## src/rtl/hasti_to_poci_bridge.sv

```systemverilog
// hasti_to_poci_bridge: AHB-Lite slave to APB master bridge with a PREADY watchdog.
module hasti_to_poci_bridge #(
    parameter int ADDR_WIDTH     = 32,
    parameter int TIMEOUT_CYCLES = 256
) (
    input  logic                  clk,
    input  logic                  reset,
    input  logic [31:0]           haddr,
    input  logic                  hwrite,
    input  logic [2:0]            hsize,
    input  logic [1:0]            htrans,
    input  logic [31:0]           hwdata,
    input  logic                  hsel,
    input  logic                  hready,
    output logic [31:0]           hrdata,
    output logic                  hreadyout,
    output logic                  hresp,
    output logic [ADDR_WIDTH-1:0] paddr,
    output logic                  pwrite,
    output logic                  psel,
    output logic                  penable,
    output logic [31:0]           pwdata,
    input  logic [31:0]           prdata,
    input  logic                  pready,
    input  logic                  pslverr
);
    localparam int WW = TIMEOUT_CYCLES < 2 ? 1 : $clog2(TIMEOUT_CYCLES + 1);
    typedef enum logic [2:0] {IDLE, LATCH, SETUP, ACCESS, DONE, ERR1, ERR2} state_t;
    state_t state;
    logic [WW-1:0] wdog;
    logic accept, bad_size, timeout, ok;
    assign accept   = hsel && hready && (htrans == 2'b10 || htrans == 2'b11) &&
                      (state == IDLE || state == DONE || state == ERR2);
    assign bad_size = hwrite && hsize != 3'b010;
    assign timeout  = TIMEOUT_CYCLES != 0 && wdog == WW'(TIMEOUT_CYCLES - 1);
    assign ok       = pready && !pslverr;
    always_ff @(posedge clk or posedge reset) begin
        if (reset) begin
            state     <= IDLE;
            psel      <= 1'b0;
            penable   <= 1'b0;
            pwrite    <= 1'b0;
            paddr     <= '0;
            pwdata    <= '0;
            hrdata    <= '0;
            hreadyout <= 1'b1;
            hresp     <= 1'b0;
            wdog      <= '0;
        end else begin
            case (state)
                LATCH: begin
                    if (pwrite) pwdata <= hwdata;
                    wdog  <= '0;
                    psel  <= 1'b1;
                    state <= SETUP;
                end
                SETUP: begin
                    penable <= 1'b1;
                    state   <= ACCESS;
                end
                ACCESS: begin
                    // pready wins over a timeout landing in the same cycle
                    if (pready || timeout) begin
                        psel      <= 1'b0;
                        penable   <= 1'b0;
                        hreadyout <= ok;
                        hresp     <= !ok;
                        state     <= ok ? DONE : ERR1;
                        if (ok && !pwrite) hrdata <= prdata;
                    end else if (!(&wdog)) wdog <= wdog + 1'b1;
                end
                ERR1: begin
                    hreadyout <= 1'b1;
                    state     <= ERR2;
                end
                default: begin
                    hreadyout <= !accept;
                    hresp     <= accept && bad_size;
                    state     <= !accept ? IDLE : bad_size ? ERR1 : LATCH;
                    if (accept) begin
                        paddr  <= haddr[ADDR_WIDTH-1:0];
                        pwrite <= hwrite;
                    end
                end
            endcase
        end
    end
endmodule

```

## config.mk

```make
export PLATFORM = sky130hd
export DESIGN_NAME = hasti_to_poci_bridge
export DESIGN_NICKNAME = d
export VERILOG_FILES = /design/src/rtl/hasti_to_poci_bridge.sv
export SDC_FILE = /design/constraint.sdc
export NUM_CORES = 1
export LEC_CHECK = 0
export CORE_UTILIZATION = 43
export CTS_BUF_LIST = sky130_fd_sc_hd__clkbuf_4 sky130_fd_sc_hd__clkbuf_8
export CTS_CLUSTER_DIAMETER = 150
export DETAILED_ROUTE_END_ITERATION = 7
export PLACE_DENSITY_LB_ADDON = 0.15
export SKIP_CTS_REPAIR_TIMING = 1
export SYNTH_ARGS = -nofsm -noshare
export SYNTH_HDL_FRONTEND = slang
export SYNTH_SLANG_ARGS = --single-unit
```

## constraint.sdc

```tcl
create_clock -name clk -period 4.2 [get_ports clk]
set_input_delay 0.63 -clock clk [delete_from_list [all_inputs] [get_ports clk]]
set_output_delay 0.63 -clock clk [all_outputs]
set_load 0.05 [all_outputs]
```

==> results.md <==
- Pre-Repair DR Iteration Count: 4
- Routed WL: 11040 um
- Clock Tree Root: clkbuf_8
- Placed wire-length estimate: 8053 um
- Clock power share: 13.8%
- Slew HR: 27.53%
- FF/Latch Area: between 2000 and 3000 um2
- Total Die Area: between 10000 and 15000 um2
- Worst-path cell chain: nand2b_1 > nor2_2 > and2_1 > buf_4 > mux2_2
- CP max FO: 17
- Port buffer count: slightly above 200
- Crit Path Category: reg2reg
- Hold Startpoint: hresp$_DFFE_PP0P_
- FF-to-FF setup slack: 1.64 ns
- Synth cell types: 40
- Initial DRC count: 71
- Worst r2r path cells: 5
- Largest net degree at the start of global routing: 63
- Internal power: 3.528 mW
- Initial core utilization: 44.53%
- # H-tree levels: 4
- Hold endpoint: hresp$_DFFE_PP0P_
- Dominant delay contributor by cell family on the critical path: simple AND/OR/NAND/NOR gates
- Hold Path Depth: 1
- Die Y: 105.6 um
- Syn Inst Count: 305
- CP Launch Type: flop
- Mean routed wirelength per cell: 16.62 um
- Final setup fails: 0
- Post-synthesis sequential area ratio: between 60 and 70%
- Instance count on the critical path: 5
- Mapped Nets: 416
- CP Launch Point: state[0]$_DFFE_PP0P_
- Slew Limit Fails: 0
- CTS buffer count: 17
- DRC Markers: 0
- Synth warnings: 0
- Core area: between 10000 and 15000 um2
- Via count: 3255
- Switching Fraction: 45.48%
- Tot GR Track Use: between 20% and 30%
- #FFs+latches synth: approximately 110
- Post-synth EDFFs: 0
- Initial antenna violation count: 0
- Critical-path top delay cell: and2_1
- Commonest non-fill, non-tap cell in the layout: clkdlybuf4s50_1
- Num rows: 37
- Async SR Flop Fraction: 100.0%
- Leak: 3.108 nW
- Total chip power: 6.471 mW
- Maxcap violations: 0
- Die width: 105.6 um
- Diode count: 0
- Sink Count: 113
- I/O Pins: roughly 210
- Slowest cell delay on critical path: 0.65 ns
- HP Class: reg2reg
- Multi-input combinational cell area: 1683 um2
- Logic gate share of total power: between 50% and 60%
- Share of cells above drive strength 1: 26.14%
- Reg2reg start: state[0]$_DFFE_PP0P_
- Global-route congestion overflow total: 0
- Clock Skew: 0.007285 ns
- FMAX: 0.3906 GHz
- Clock slew at reported path FFs: 0.06 ns
- Layout area overhead: 54.65%
- Crit. End Element: flop
- Post-Syn Area: 4618 um2
- Part of the power in registers: 29.4%
- Final Hold Fails: 0
- Mean Syn Cell Area: ~15 um2
- Worst R2R End: pwdata[12]$_DFFE_PP0P_
- Longest Clk Path Bufs: 2
- Status: finished, final reports clean
- First-pass GRT wire length: 17640 um
- Post-route minimum period: between 2 and 3 ns
- Post-route design area: 7142 um2
- Unrepaired setup endpoints after global routing: no
- Critical Path AT: 2.87 ns
- Layout filler cell count: 750
- Vias/cell: 4.902
- VDD IR max: 0.5758 mV
- Placement Cell Area: 6799 um2
- Clk_lat worst skew: 0.43 ns
- Tcrit/Tclk final: 60.95%
- Worst Tran Pin Value: 1.087 ns
- Main synth FF type: dfrtp_1
- Critical Path RT: about 4.5 ns
- WP buf/inv: 1
- CTS tree: built
- Vias in the first global route: 3388
- Final nets: 629
- Setup TNS: 0 ns
- GPL Wtd Cong: 0.7542
- Pwr Density: 906.1 nW/um2
- Routed Antenna Nets: 0
- Most frequent cells in the layout: clkdlybuf4s50_1, dfrtp_1, mux2_2, mux2_4, clkbuf_8
- Switching pwr: 2.943 mW
-- worst max path at each step --
stage,to,slack (ns)
final,pwdata[12]$_DFFE_PP0P_,1.64
after floorplan,hrdata[0]$_DFFE_PP0P_,0.58
after global placement,hrdata[10]$_DFFE_PP0P_,1.38
after detailed placement,hrdata[13]$_DFFE_PP0P_,1.33
after global routing,pwdata[12]$_DFFE_PP0P_,1.43
after CTS,pwdata[12]$_DFFE_PP0P_,1.58
-- cell type report --
class,instances,area share (%)
flip-flops and latches,113,39.61
well taps,136,2.383
repair buffers,209,29.40
multi-input cells,173,23.56
inverters,4,0.2453
clock buffers,29,4.800
-- worst register-to-register path, stage by stage, from the launching register on --
cell and delay, ns:
dfrtp_1 0.50, nand2b_1 0.24, nor2_2 0.29, and2_1 0.65, buf_4 0.40, mux2_2 0.38
-- layer usage --
metal  up-vias  global-route usage, %  routed length, um
met2       145                  33.55               5175
met4         0                  8.036                204
met1      1597                  24.22               4472
li1       1497                      -                  -
met3        16                  11.26               1186
met5         -                      0                  0
-- sequential cells by signal (all words and copies together) (netlist names) --
signal,count
paddr,32
state,3
penable,1
hresp,1
hreadyout,1
hrdata,32
pwrite,1
psel,1
wdog,9
pwdata,32
-- power groups by stage --
stage / logic [mW] / clock network (mW) / registers [mW]
2_1_floorplan: 0.797 / 0 / 3.56
3_3_place_gp: 3.66 / 0 / 1.89
3_5_place_dp: 3.70 / 0 / 1.92
4_1_cts: 3.71 / 0.928 / 1.90
5_1_grt: 3.82 / 0.973 / 1.97
6_report: 3.68 / 0.894 / 1.90
-- cell families after synthesis --
family / Yosys count / share of synthesized area, %
flip-flops: 113 / 61.26
multiplexers: 98 / 26.33
AND/OR/NAND/NOR: 42 / 4.633
AO/OA/AOI/OAI: 25 / 3.522
buffers and inverters: 19 / 2.492
XOR/XNOR: 5 / 0.9482
adder cells (fa/ha/maj): 3 / 0.8129
-- cells in the mapped netlist (4+ instances only) --
cell type | n | area share [%]
buf_4 | 4 | 0.65
buf_2 | 5 | 0.54
nor2_1 | 9 | 0.73
a21oi_1 | 4 | 0.43
o21ai_0 | 8 | 0.87
nand2_1 | 11 | 0.89
inv_1 | 4 | 0.33
dfrtp_1 | 112 | 61
mux2_2 | 67 | 16
xnor2_1 | 4 | 0.76
nand3_1 | 5 | 0.54
mux2_4 | 30 | 9.8
-- metrics by stage --
step           utilization, %  hold WS, ns  instances  setup slack (ns)
2_1_floorplan               -       0.4772        305            0.5843
3_3_place_gp            65.56       0.4751        635             1.380
3_5_place_dp            65.56       0.4826        635             1.329
4_1_cts                 68.87       0.5010        664             1.581
5_1_grt                 68.87       0.5176        664             1.429
6_report                68.87       0.4968        664             1.640
Note: power is estimated with default switching activity, not from simulation.
